$ cat src/rtl/cpu_pkg.sv
// cpu_pkg: shared definitions for the 8-bit core control path.
//   - opcode encodings (upper nibble of the instruction word)
//   - write-back source select encodings for the register file mux
//   - sequencer state enum
//   - is_alu_op(): true for the ALU opcode range
`timescale 1ns/1ps
package cpu_pkg;

  localparam logic [3:0] OP_NOP       = 4'h0;
  localparam logic [3:0] OP_ALU_FIRST = 4'h1;
  localparam logic [3:0] OP_ALU_LAST  = 4'h7;
  localparam logic [3:0] OP_IN        = 4'h8;
  localparam logic [3:0] OP_OUT       = 4'h9;
  localparam logic [3:0] OP_BZ        = 4'hA;
  localparam logic [3:0] OP_JMP       = 4'hB;
  localparam logic [3:0] OP_HALT      = 4'hF;

  localparam logic [1:0] WB_ALU  = 2'b00;
  localparam logic [1:0] WB_IN   = 2'b01;
  localparam logic [1:0] WB_ZERO = 2'b10;

  typedef enum logic [2:0] {
    ST_FETCH    = 3'd0,
    ST_DECODE   = 3'd1,
    ST_EXEC     = 3'd2,
    ST_WAIT_IN  = 3'd3,
    ST_WAIT_OUT = 3'd4,
    ST_HALT     = 3'd5
  } seq_state_t;

  function automatic logic is_alu_op(input logic [3:0] op);
    return (op >= OP_ALU_FIRST) && (op <= OP_ALU_LAST);
  endfunction

endpackage

$ cat src/rtl/cpu_sequencer_if.sv
// cpu_sequencer_if: bundle between the sequencer and the datapath / I/O port.
//   master : sequencer side (drives enables, wb_sel, handshake outputs, flags)
//   slave  : datapath / environment side
// Handshake rule for both I/O directions: a transfer happens on a rising
// clock edge where valid and ready are both high. The sequencer holds
// in_ready (resp. out_valid) high for every cycle it waits; the datapath
// keeps out_port stable while out_valid is high.
`timescale 1ns/1ps
interface cpu_sequencer_if #(parameter int DW = 8);
  logic [DW-1:0] instr;
  logic          alu_zero;
  logic          in_valid;
  logic          out_ready;
  logic          ir_load;
  logic          pc_inc;
  logic          pc_load;
  logic          rf_we;
  logic [1:0]    wb_sel;
  logic          in_ready;
  logic          out_valid;
  logic          zflag;
  logic          halted;
  logic          io_timeout;

  modport master (
    input  instr, alu_zero, in_valid, out_ready,
    output ir_load, pc_inc, pc_load, rf_we, wb_sel,
           in_ready, out_valid, zflag, halted, io_timeout
  );

  modport slave (
    output instr, alu_zero, in_valid, out_ready,
    input  ir_load, pc_inc, pc_load, rf_we, wb_sel,
           in_ready, out_valid, zflag, halted, io_timeout
  );
endinterface

$ cat src/rtl/seq_timeout_ctr.sv
// seq_timeout_ctr: 8-bit wait counter for IN/OUT stalls.
//   clk, rst : clock, async active-high reset
//   clear    : zero the count (entry into a WAIT state), has priority
//   en       : count one waiting cycle
//   done     : high on the waiting cycle where count == IO_TIMEOUT-1,
//              i.e. the IO_TIMEOUT-th waiting cycle; tied 0 when IO_TIMEOUT=0
// IO_TIMEOUT is expected in 0..256 (8-bit counter).
`timescale 1ns/1ps
module seq_timeout_ctr #(
  parameter int unsigned IO_TIMEOUT = 255
) (
  input  logic clk,
  input  logic rst,
  input  logic clear,
  input  logic en,
  output logic done
);
  logic [7:0] cnt_q, cnt_d;

  always_comb begin
    cnt_d = cnt_q;
    if (clear)   cnt_d = '0;
    else if (en) cnt_d = cnt_q + 8'd1;
  end

  always_ff @(posedge clk or posedge rst) begin
    if (rst) cnt_q <= '0;
    else     cnt_q <= cnt_d;
  end

  if (IO_TIMEOUT == 0) begin : g_forever
    logic unused_cnt;
    assign unused_cnt = ^cnt_q;
    assign done = 1'b0;
  end else begin : g_limit
    localparam logic [7:0] LIMIT = 8'(IO_TIMEOUT - 1);
    assign done = en && (cnt_q == LIMIT);
  end
endmodule

$ cat src/rtl/cpu_sequencer.sv
// cpu_sequencer: multi-cycle control FSM for the 8-bit core.
//   clk, rst   : clock, async active-high reset (enables forced low while rst)
//   step       : (only with SEQ_SINGLE_STEP_EN) FETCH waits for step=1
//   bus        : cpu_sequencer_if.master - instr/alu_zero/handshake inputs,
//                datapath enables, wb_sel, in_ready/out_valid, flags
//   dbg_state  : current FSM state for observation
// Optional build macro: SEQ_SINGLE_STEP_EN adds the single-step input.
// Sequence: FETCH -> DECODE -> EXEC | WAIT_IN | WAIT_OUT | HALT -> FETCH.
`timescale 1ns/1ps
module cpu_sequencer
  import cpu_pkg::*;
#(
  parameter int          DW         = 8,
  parameter int          OPW        = 4,
  parameter int unsigned IO_TIMEOUT = 255
) (
  input  logic                   clk,
  input  logic                   rst,
`ifdef SEQ_SINGLE_STEP_EN
  input  logic                   step,
`endif
  cpu_sequencer_if.master        bus,
  output seq_state_t             dbg_state
);
  seq_state_t       state_q, state_d;
  logic [OPW-1:0]   op_q, op_d;
  logic             zflag_q, zflag_d;
  logic             io_to_q, io_to_d;
  logic             ir_load, pc_inc, pc_load, rf_we, in_ready, out_valid;
  logic [1:0]       wb_sel;
  logic             ctr_clr, ctr_en, ctr_done;
  logic             fetch_go;

  // Register operand fields are consumed by the datapath, not here.
  logic unused_instr;
  assign unused_instr = ^bus.instr[DW-OPW-1:0];

`ifdef SEQ_SINGLE_STEP_EN
  assign fetch_go = step;
`else
  assign fetch_go = 1'b1;
`endif

  seq_timeout_ctr #(.IO_TIMEOUT(IO_TIMEOUT)) u_tmo (
    .clk   (clk),
    .rst   (rst),
    .clear (ctr_clr),
    .en    (ctr_en),
    .done  (ctr_done)
  );

  always_comb begin
    state_d   = state_q;
    op_d      = op_q;
    zflag_d   = zflag_q;
    io_to_d   = io_to_q;
    ir_load   = 1'b0;
    pc_inc    = 1'b0;
    pc_load   = 1'b0;
    rf_we     = 1'b0;
    wb_sel    = WB_ALU;
    in_ready  = 1'b0;
    out_valid = 1'b0;
    ctr_clr   = 1'b0;
    ctr_en    = 1'b0;
    case (state_q)
      ST_FETCH: begin
        if (fetch_go) begin
          ir_load = 1'b1;
          pc_inc  = 1'b1;
          // Keep our own copy of the opcode so later states do not depend
          // on what the instruction memory shows after the PC moves on.
          op_d    = bus.instr[DW-1 -: OPW];
          state_d = ST_DECODE;
        end
      end
      ST_DECODE: begin
        if (op_q == OP_IN) begin
          ctr_clr = 1'b1;
          state_d = ST_WAIT_IN;
        end else if (op_q == OP_OUT) begin
          ctr_clr = 1'b1;
          state_d = ST_WAIT_OUT;
        end else if (op_q == OP_HALT) begin
          state_d = ST_HALT;
        end else begin
          state_d = ST_EXEC;
        end
      end
      ST_EXEC: begin
        if (is_alu_op(op_q)) begin
          rf_we   = 1'b1;
          zflag_d = bus.alu_zero;
        end else if (op_q == OP_BZ) begin
          pc_load = zflag_q;
        end else if (op_q == OP_JMP) begin
          pc_load = 1'b1;
        end
        state_d = ST_FETCH;
      end
      ST_WAIT_IN: begin
        in_ready = 1'b1;
        ctr_en   = 1'b1;
        // A handshake on the timeout cycle still counts as a transfer.
        if (bus.in_valid) begin
          rf_we   = 1'b1;
          wb_sel  = WB_IN;
          state_d = ST_FETCH;
        end else if (ctr_done) begin
          rf_we   = 1'b1;
          wb_sel  = WB_ZERO;
          io_to_d = 1'b1;
          state_d = ST_FETCH;
        end
      end
      ST_WAIT_OUT: begin
        out_valid = 1'b1;
        ctr_en    = 1'b1;
        if (bus.out_ready) begin
          state_d = ST_FETCH;
        end else if (ctr_done) begin
          io_to_d = 1'b1;
          state_d = ST_FETCH;
        end
      end
      ST_HALT: begin
        state_d = ST_HALT;
      end
      default: begin
        state_d = ST_FETCH;
      end
    endcase
  end

  always_ff @(posedge clk or posedge rst) begin
    if (rst) begin
      state_q <= ST_FETCH;
      op_q    <= '0;
      zflag_q <= 1'b0;
      io_to_q <= 1'b0;
    end else begin
      state_q <= state_d;
      op_q    <= op_d;
      zflag_q <= zflag_d;
      io_to_q <= io_to_d;
    end
  end

  // While rst is high the state already reads FETCH; gate the enables so
  // nothing (ir_load, a pending write) leaks out during reset.
  assign bus.ir_load    = ir_load   & ~rst;
  assign bus.pc_inc     = pc_inc    & ~rst;
  assign bus.pc_load    = pc_load   & ~rst;
  assign bus.rf_we      = rf_we     & ~rst;
  assign bus.wb_sel     = rst ? WB_ALU : wb_sel;
  assign bus.in_ready   = in_ready  & ~rst;
  assign bus.out_valid  = out_valid & ~rst;
  assign bus.zflag      = zflag_q;
  assign bus.halted     = (state_q == ST_HALT);
  assign bus.io_timeout = io_to_q;
  assign dbg_state      = state_q;
endmodule

$ cat src/flat_wrapper.sv
// flat-port wrapper written by rule: the top's interface ports become plain ports
module cpu_sequencer_flat import cpu_pkg::*;
#(
  parameter int          DW         = 8,
  parameter int          OPW        = 4,
  parameter int unsigned IO_TIMEOUT = 255
)
  (clk, rst, dbg_state, bus_instr, bus_alu_zero, bus_in_valid, bus_out_ready, bus_ir_load, bus_pc_inc, bus_pc_load, bus_rf_we, bus_wb_sel, bus_in_ready, bus_out_valid, bus_zflag, bus_halted, bus_io_timeout);
  cpu_sequencer_if #(.DW(DW)) bus_i ();
  input  logic clk;
  input  logic rst;
  output seq_state_t dbg_state;
  input wire logic [$bits(bus_i.instr)-1:0] bus_instr;
  input wire logic [$bits(bus_i.alu_zero)-1:0] bus_alu_zero;
  input wire logic [$bits(bus_i.in_valid)-1:0] bus_in_valid;
  input wire logic [$bits(bus_i.out_ready)-1:0] bus_out_ready;
  output wire logic [$bits(bus_i.ir_load)-1:0] bus_ir_load;
  output wire logic [$bits(bus_i.pc_inc)-1:0] bus_pc_inc;
  output wire logic [$bits(bus_i.pc_load)-1:0] bus_pc_load;
  output wire logic [$bits(bus_i.rf_we)-1:0] bus_rf_we;
  output wire logic [$bits(bus_i.wb_sel)-1:0] bus_wb_sel;
  output wire logic [$bits(bus_i.in_ready)-1:0] bus_in_ready;
  output wire logic [$bits(bus_i.out_valid)-1:0] bus_out_valid;
  output wire logic [$bits(bus_i.zflag)-1:0] bus_zflag;
  output wire logic [$bits(bus_i.halted)-1:0] bus_halted;
  output wire logic [$bits(bus_i.io_timeout)-1:0] bus_io_timeout;
  assign bus_i.instr = bus_instr;
  assign bus_i.alu_zero = bus_alu_zero;
  assign bus_i.in_valid = bus_in_valid;
  assign bus_i.out_ready = bus_out_ready;
  assign bus_ir_load = bus_i.ir_load;
  assign bus_pc_inc = bus_i.pc_inc;
  assign bus_pc_load = bus_i.pc_load;
  assign bus_rf_we = bus_i.rf_we;
  assign bus_wb_sel = bus_i.wb_sel;
  assign bus_in_ready = bus_i.in_ready;
  assign bus_out_valid = bus_i.out_valid;
  assign bus_zflag = bus_i.zflag;
  assign bus_halted = bus_i.halted;
  assign bus_io_timeout = bus_i.io_timeout;
  cpu_sequencer #(.DW(DW), .OPW(OPW), .IO_TIMEOUT(IO_TIMEOUT)) u_core (.clk(clk), .rst(rst), .bus(bus_i), .dbg_state(dbg_state));
endmodule
$ cat config.mk
export PLATFORM = sky130hd
export DESIGN_NAME = cpu_sequencer_flat
export DESIGN_NICKNAME = d
export VERILOG_FILES = /design/src/rtl/cpu_pkg.sv /design/src/rtl/cpu_sequencer_if.sv /design/src/rtl/seq_timeout_ctr.sv /design/src/rtl/cpu_sequencer.sv /design/src/flat_wrapper.sv
export SDC_FILE = /design/constraint.sdc
export NUM_CORES = 1
export LEC_CHECK = 0
export BUFFER_PORTS_ARGS = -buffer_cell sky130_fd_sc_hd__buf_4
export CAP_MARGIN = 40
export CORE_MARGIN = 2
export CORE_UTILIZATION = 40
export CTS_CLUSTER_DIAMETER = 60
export DETAILED_ROUTE_END_ITERATION = 8
export PLACE_DENSITY = 0.65
export SYNTH_ARGS = -nofsm -noshare
export SYNTH_HDL_FRONTEND = slang
export SYNTH_HIERARCHICAL = 1
export SYNTH_SLANG_ARGS = --single-unit
$ cat constraint.sdc
create_clock -name clk -period 1.87 [get_ports clk]
set_clock_uncertainty 0.1 [all_clocks]
set_input_delay 0.374 -clock clk [delete_from_list [all_inputs] [get_ports clk]]
set_output_delay 0.374 -clock clk [all_outputs]
set_load 0.02 [all_outputs]
Word-level counts from Yosys, hierarchy flattened
Cells that the tools add are included.
{ "totals": {"regBits": 17} }
{ "classes": {"add_sub_neg": 1, "magnitude_cmp": 2, "n_eq_ne": 13, "n_mux": 32, "bitwise_logic": 6, "n_reduce_logical": 8} }
{ "ops": {"columns": ["op", "count"], "rows": [
  ["$eq 4x4->1 const B", 5],
  ["$mux 3", 6],
  ["$mux 1", 17],
  ["$mux 8", 2],
  ["$pmux 3 s5", 1],
  ["$add 8x1->8 const B", 1],
  ["$eq 8x8->1 const B", 1],
  ["$mux 2", 4],
  ["$eq 3x2->1 const B", 2],
  ["$eq 3x3->1 const B", 2],
  ["$and 1x1->1", 5],
  ["$ge 4x1->1 const B", 1],
  ["$le 4x3->1 const B", 1],
  ["$ne 2x2->1 const B", 2],
  ["$pmux 1 s2", 2],
  ["$reduce_bool 2->1", 2],
  ["$eq 3x1->1 const B", 1],
  ["$logic_not 3->1", 1],
  ["$reduce_and 3->1", 1],
  ["$logic_and 1x1->1", 2],
  ["$reduce_and 2->1", 1],
  ["$reduce_or 2->1", 1],
  ["$not 1->1", 1]
]} }

Logic depth before layout (Yosys ltp)
Gate-level depths: netlist of run 1.
{ "depth": {"ltp_word": 8, "ltp_mapped": 9, "mapped_depth_nobuf": 7} }

Modules after synthesis
The synthesis of run 1 kept the hierarchy.
{ "modules_own_cells": {"columns": ["mod", "instances", "cells_each", "area_per_inst_um2"], "rows": [
  ["cpu_sequencer", 1, 57, 564.3],
  ["seq_timeout_ctr", 1, 42, 419.2]
]} }

Worst setup path before layout of run 1
No wires, ideal clock.
{ "synth_path": {"path_type": "reg2out", "start": "reg u_core.state_q[2] (netlist: u_core/dbg_state[2])", "end": "out bus_wb_sel[1]", "t_arrival_ns": 2.028, "required_ns": 1.396, "setup_slack_ns": -0.632, "path_stages_with_launch": 8, "path_cell_list": "dfrtp_1 > clkbuf_1 > nand2b_1 > o21ai_0 > buf_6 > nand4_4 > nor2_1 > nor3b_1"} }
{ "synth_between": {"elab_chain_cells": 8} }
{ "synth_rtl": {"columns": ["item", "line_no", "rtl"], "rows": [
  ["from (decl)", "cpu_sequencer.sv:25", "seq_state_t state_q, state_d;"],
  ["from (signal assigned)", "cpu_sequencer.sv:142", "state_q <= state_d;"],
  ["$eq 3x2->1 or $eq 3x3->1 (tied branches)", "cpu_sequencer.sv:66", "case (state_q)"],
  ["$reduce_or 2->1 (no source line) (*)", null, null],
  ["$mux 1 (*)", "cpu_sequencer.sv:66", null],
  ["net u_core.ctr_en", "cpu_sequencer.sv:31", "logic ctr_clr, ctr_en, ctr_done;"],
  ["$logic_and 1x1->1 (*)", "seq_timeout_ctr.sv:37", "assign done = en && (cnt_q == LIMIT);"],
  ["net u_core.ctr_done", "cpu_sequencer.sv:31", null],
  ["$mux 2 (*)", "cpu_sequencer.sv:109", "end else if (ctr_done) begin"],
  ["$mux 2 (*)", "cpu_sequencer.sv:105", "if (bus.in_valid) begin"],
  ["$mux 2 (*)", "cpu_sequencer.sv:66", null],
  ["$mux 2 (*)", "cpu_sequencer.sv:155", "assign bus.wb_sel = rst ? WB_ALU : wb_sel;"],
  ["to (decl)", "flat_wrapper.sv:21", "output wire logic [$bits(bus_i.wb_sel)-1:0] bus_wb_sel;"]
]} }
The timed path passes the listed nets; every way through them passes the cells marked *.

Worst setup path in the final report of run 1
{ "layout_path": {"start": "reg u_core.state_q[2] (netlist: u_core/dbg_state[2])", "end": "out bus_rf_we"} }
{ "layout_between": {"elab_chain_cells": 8} }
{ "layout_rtl": {"columns": ["item", "line_no", "rtl"], "rows": [
  ["$eq 3x2->1 or $eq 3x3->1 (tied branches)", "cpu_sequencer.sv:66", null],
  ["$reduce_or 2->1 (no source line)", null, null],
  ["$mux 1", "cpu_sequencer.sv:66", null],
  ["$logic_and 1x1->1", "seq_timeout_ctr.sv:37", null],
  ["$mux 1", "cpu_sequencer.sv:109", null],
  ["$mux 1", "cpu_sequencer.sv:105", null],
  ["$pmux 1 s2 (*)", "cpu_sequencer.sv:66", null],
  ["$and 1x1->1 (*)", "cpu_sequencer.sv:154", "assign bus.rf_we = rf_we & ~rst;"],
  ["to (decl)", "flat_wrapper.sv:20", "output wire logic [$bits(bus_i.rf_we)-1:0] bus_rf_we;"]
]} }
Every way passes the cells marked *; elsewhere a longest branch is shown, timed or not.

==> flow_summary.ini, run 1 <==
[floorplanning]
core_area_um2 = 2280
placementRows = 17
start_util_pct = 43.2
die_w_um = 53.6
dieArea_um2 = 2870
die_y_um = 53.6
io_pins = 27

[critical_path]
worst_setup_path_end_kind = primary output
crit_fanout = 6
required_ns = 1.40
critPathKind = reg -> out
critical_path_arrival_ns = 1.69
critPathLaunchType = register

[route]
wl_per_cell_um = 13.9
ant_nets = 0
post-route-drc-count = 0
vias_per_cell = 5.22
wirelength_um = 2360
dr.pass1.iters = 4
drt_iter0_markers = 11
vias = 887

[finish]
diodes = 0
final_cells = 170
nets = 158
fillers = 198
drive_gt1_share_pct = 53.5
syn_to_final_growth_pct = 51.0

[clocking]
htreeDepth = 1
insertion_delay_ns = 0.28
cts_root_buf = clkbuf_4
cts_made_buffers = 3
cts_buffer_depth = 2
cts.sinks = 17
cts_tree = done
cts-hold-fix-buffers = 0
cts.clk_slew.worst_paths_ns = 0.10

[global_routing]
grt_pass1_wl_um = 3830
grt_max_degree = 10
antenna_found_initial = 0
grt_pass1_vias = 899
grt-ovfl-total = 0
track_usage_pct = 18.5

[synthesis]
syn_inst = 99
synth_top_area_share_pct = 43.3
ys_top_cells_by_count = 17 x dfrtp_1, 9 x nor2_1, 5 x a21oi_1, 5 x o21ai_0
async_flop_share_pct = 100
synth-edff-count = 0
ys_seq_area_share_pct = 43.3
synth_area_leaders = dfrtp_1 43%, mux2_2 4.6%, nor2_1 3.4%, xor2_1 2.7%, a21oi_1 2.5%
ys.flop_type = dfrtp_1
synth_area_leader_cell = dfrtp_1
syn_avg_cell_area_um2 = 9.93
synth.net_count = 114
syn_area_um2 = 983
ys_warn_count = 6
ys_seq_elements = 17
synth.distinct_cells = 40
yosysMostFrequentCell = dfrtp_1

[sta]
worstMarginPinSlew_ns = 0.403
finalHoldViolCount = 0
setup_total_negative_slack_ns = -1.73
finalSetupViolations = 9
min_period_over_period_pct = 116
fin_hold_ws_ns = 0.106
rsz0062_at_grt = yes
min_period_ns = 2.16
final_max_slew_viol_count = 0
slew_headroom_pct = 73.0
fin_ws_ns = -0.291
clock.fmax_mhz = 463

[status]
outcome = finished, violations left
violations = negative setup slack

[placement]
gp_congestion = 0.758
post-dp-hpwl_um = 1740
io_buffers = 22
numPlacedInstances = 159
dpl_worst_slack_ns = 0.0136

[pwr]
cellLeakagePower_nw = 0.697
ir_drop_v = 0.000933
power.density_nw_per_um2 = 1490

[job]
drv_cap = 0

[hold_path]
hp-class = in -> async
[through the flow]
stage	util [%]	power (W)	instance area [µm²]
after floorplan	-	0.00140	1040
after global placement	57.8	0.00174	1320
after detailed placement	57.8	0.00178	1320
after CTS	61.5	0.00206	1400
after global routing	65.3	0.00238	1490
final	65.3	0.00221	1490
[area by class of cell]
| cell class | instances | area, µm² | area share, % |
|---|---|---|---|
| multi-input cells | 72 | 616 | 41.4 |
| flip-flops and latches | 17 | 430 | 29.0 |
| repair buffers | 45 | 360 | 24.3 |
| well taps | 28 | 35.0 | 2.36 |
| clock buffers | 4 | 26.3 | 1.77 |
| inverters | 4 | 17.5 | 1.18 |
[timing repair]
| action | 4_1_cts | 5_1_grt |
|---|---|---|
| pin swaps | 2 | 3 |
| gates resized for setup | 9 | 12 |
| buffers inserted | 3 | 4 |
| setup endpoints to repair | 9 | 14 |
[power by group]
part / total [W] / switching [W] / internal (W)
combinational: 0.00133 / 0.000608 / 0.000717
sequential: 0.000689 / 0.000177 / 0.000512
clock: 0.000192 / 0.000109 / 0.0000827
total: 0.00221 / 0.000894 / 0.00131
[worst max-delay path: stages, from the launching register on]
cell and delay (ns):
dfrtp_2 0.45, nand2b_4 0.16, or4_4 0.49, o22ai_2 0.17, buf_6 0.14
[state kept, by name, summed over array words and instances, names as in the netlist]
register,flops
u_core/dbg_state,3
u_core/bus.zflag,1
u_core/u_tmo/cnt_q,8
u_core/op_q,4
u_core/bus.io_timeout,1
[layer usage]
layer / part of all wire [%] / global-route usage (%)
met1: 48 / 23.1
met2: 47 / 31.3
met3: 3.3 / 3.89
met4: 0.81 / 6.84
met5: 0 / 0
[logic make-up (layout without fill, tap and decap cells)]
logic type	count (synthesis)	in the layout	synth area share [%]
compound gates	16	16	9.67
simple gates	44	44	28.9
mux	5	5	6.11
fa+ha+maj	2	2	2.54
flops	17	17	43.3
buf+inv	10	53	5.09
xor+xnor	5	5	4.45
[path summary, 6_finish.rpt]
kind / from / endpoint / slack (ns) / depth (start not counted)
setup reg to reg: u_core/dbg_state[0] / u_core/bus.io_timeout / -0.01 / 6
hold / removal: rst / u_core/u_tmo/cnt_q[6] / 0.11 / 3
max in group asynchronous: rst / u_core/dbg_state[1] / 1.28 / 4
min in group clk: bus_instr[5] / u_core/op_q[1] / 0.22 / 2
setup / recovery: u_core/dbg_state[2] / bus_rf_we / -0.29 / 4
hold reg to reg: u_core/bus.io_timeout / u_core/bus.io_timeout / 0.39 / 1
[layout by cell type, fill, tap and decap left out, types with 2 or more instances in the layout]
| master | count |
|---|---|
| inv_1 | 3 |
| nor3_1 | 2 |
| dfrtp_1 | 13 |
| or3_1 | 3 |
| nand2b_4 | 4 |
| nor3_2 | 2 |
| ha_1 | 2 |
| xnor2_1 | 2 |
| dfrtp_2 | 4 |
| nand2_1 | 4 |
| buf_6 | 6 |
| clkbuf_4 | 3 |
| buf_4 | 39 |
| xor2_1 | 3 |
| nand4_1 | 4 |
| nor2_1 | 8 |
| a21oi_1 | 5 |
| o21ai_0 | 4 |
| mux2_2 | 4 |
Power figures use the tool's default switching activity.
==> inputs of run 2 (changes only) <==
Settings changed: MAX_ROUTING_LAYER from default to met4.
==> flow_summary.ini, run 2 (synthesized netlist as in run 1, its figures left out) <==
[status]
outcome = finished, violations left
violations = negative setup slack

[critical_path]
critPathLaunchType = register
worstSetupEndpoint = bus_rf_we
critical_path_arrival_ns = 1.69
r2r_start = u_core/dbg_state[0]
crit_start = u_core/dbg_state[2]
r2r-end = u_core/bus.io_timeout
crit_fanout = 6
worst_setup_path_end_kind = primary output
required_ns = 1.40
critPathKind = reg -> out
worst-r2r-setup-slack_ns = -0.01
rr_worst_depth = 6

[global_routing]
grt_max_degree = 10
globalRouteMet2Util_pct = 31.3
grt-ovfl-total = 0
grt_pass1_vias = 898
track_usage_pct = 19.0
grt_pass1_wl_um = 3840
grt.met1_usage_pct = 23.1
antenna_found_initial = 0
grt-busiest-layer = met2
grt_use_met3_pct = 3.89

[route]
wl_per_cell_um = 13.9
ant_nets = 0
wirelength_um = 2360
post-route-drc-count = 0
vias_per_cell = 5.21
drt_iter0_markers = 11
vias = 886
dr.pass1.iters = 4

[hold_path]
hp-class = in -> async

[pwr]
power.density_nw_per_um2 = 1490
finalPower_w = 0.00221
cellLeakagePower_nw = 0.697
ir_drop_v = 0.000933

[sta]
fin_ws_ns = -0.291
finalSetupViolations = 9
min_period_over_period_pct = 116
fin_hold_ws_ns = 0.106
slew_headroom_pct = 73.0
finalHoldViolCount = 0
rsz0062_at_grt = yes
clock.fmax_mhz = 463
final_max_slew_viol_count = 0
worstMarginPinSlew_ns = 0.403
min_period_ns = 2.16

[floorplanning]
dieArea_um2 = 2870
die_y_um = 53.6
placementRows = 17
io_pins = 27
start_util_pct = 43.2
core_area_um2 = 2280
die_w_um = 53.6

[finish]
layout_commonest_cell = buf_4
fillers = 198
drive_gt1_share_pct = 53.5
final_cells = 170
final_cell_area_um2 = 1490
largest_register_ff_count = 8
multi_input_area_um2 = 616
diodes = 0
regArea_um2 = 430
most-common-layout-cells = 39 x buf_4, 13 x dfrtp_1, 8 x nor2_1, 6 x buf_6, 5 x a21oi_1
syn_to_final_growth_pct = 51.0
nets = 158
largest_register = u_core/u_tmo/cnt_q

[clocking]
cts_tree = done
htreeDepth = 1
cts_root_buf = clkbuf_4
cts_buffer_depth = 2
insertion_delay_ns = 0.28
cts.sinks = 17
cts_made_buffers = 3
cts.clk_slew.worst_paths_ns = 0.10

[placement]
placed_cell_area_um2 = 1320
numPlacedInstances = 159
dpl_worst_slack_ns = 0.0136
io_buffers = 22
post-dp-hpwl_um = 1740
gp_congestion = 0.768

[job]
drv_cap = 0
-- run 2: power breakdown --
group	total (W)	switching (W)	internal [W]
combinational	0.00133	0.000608	0.000717
sequential	0.000689	0.000177	0.000512
clock	0.000192	0.000109	0.0000827
-- run 2: timing repair --
| item | 4_1_cts | 5_1_grt |
|---|---|---|
| setup buffers | 3 | 4 |
| cloned | 0 | 0 |
| setup endpoints to repair | 9 | 14 |
| pin swaps | 2 | 3 |
| hold buffers | 0 | 0 |
| gates resized for setup | 9 | 12 |
-- run 2: through the flow --
stage | setup TNS, ns | utilization, %
floorplan | -0.453 | -
global placement | 0 | 57.8
detailed placement | 0 | 57.8
CTS | -1.33 | 61.5
global route | -2.65 | 65.3
finish | -1.73 | 65.3
-- run 2: how the worst min path moves through the flow --
stage | slack (ns) | cells after the start | end
detailed placement | 0.37 | 1 | u_core/bus.io_timeout
global route | 0.12 | 3 | u_core/u_tmo/cnt_q[4]
finish | 0.11 | 3 | u_core/u_tmo/cnt_q[6]
global placement | 0.35 | 1 | u_core/bus.io_timeout
floorplan | 0.09 | 1 | u_core/u_tmo/cnt_q[0]
CTS | 0.1 | 3 | u_core/u_tmo/cnt_q[4]
-- run 2: cell type report --
cell class / count / area share (%)
repair buffers: 45 / 24.3
flip-flops and latches: 17 / 29.0
clock buffers: 4 / 1.77
multi-input cells: 72 / 41.4
well taps: 28 / 2.36
inverters: 4 / 1.18
-- run 2: worst max-delay path: stages, from the launching register on --
cell	delay, ns
dfrtp_2	0.45
nand2b_4	0.16
or4_4	0.49
o22ai_2	0.17
buf_6	0.14
-- run 2: layer usage --
| metal | vias to the layer above | routed length [µm] |
|---|---|---|
| li1 | 443 | - |
| met1 | 420 | 1140 |
| met2 | 19 | 1120 |
| met3 | 4 | 78 |
| met4 | 0 | 19 |
| met5 | - | 0 |
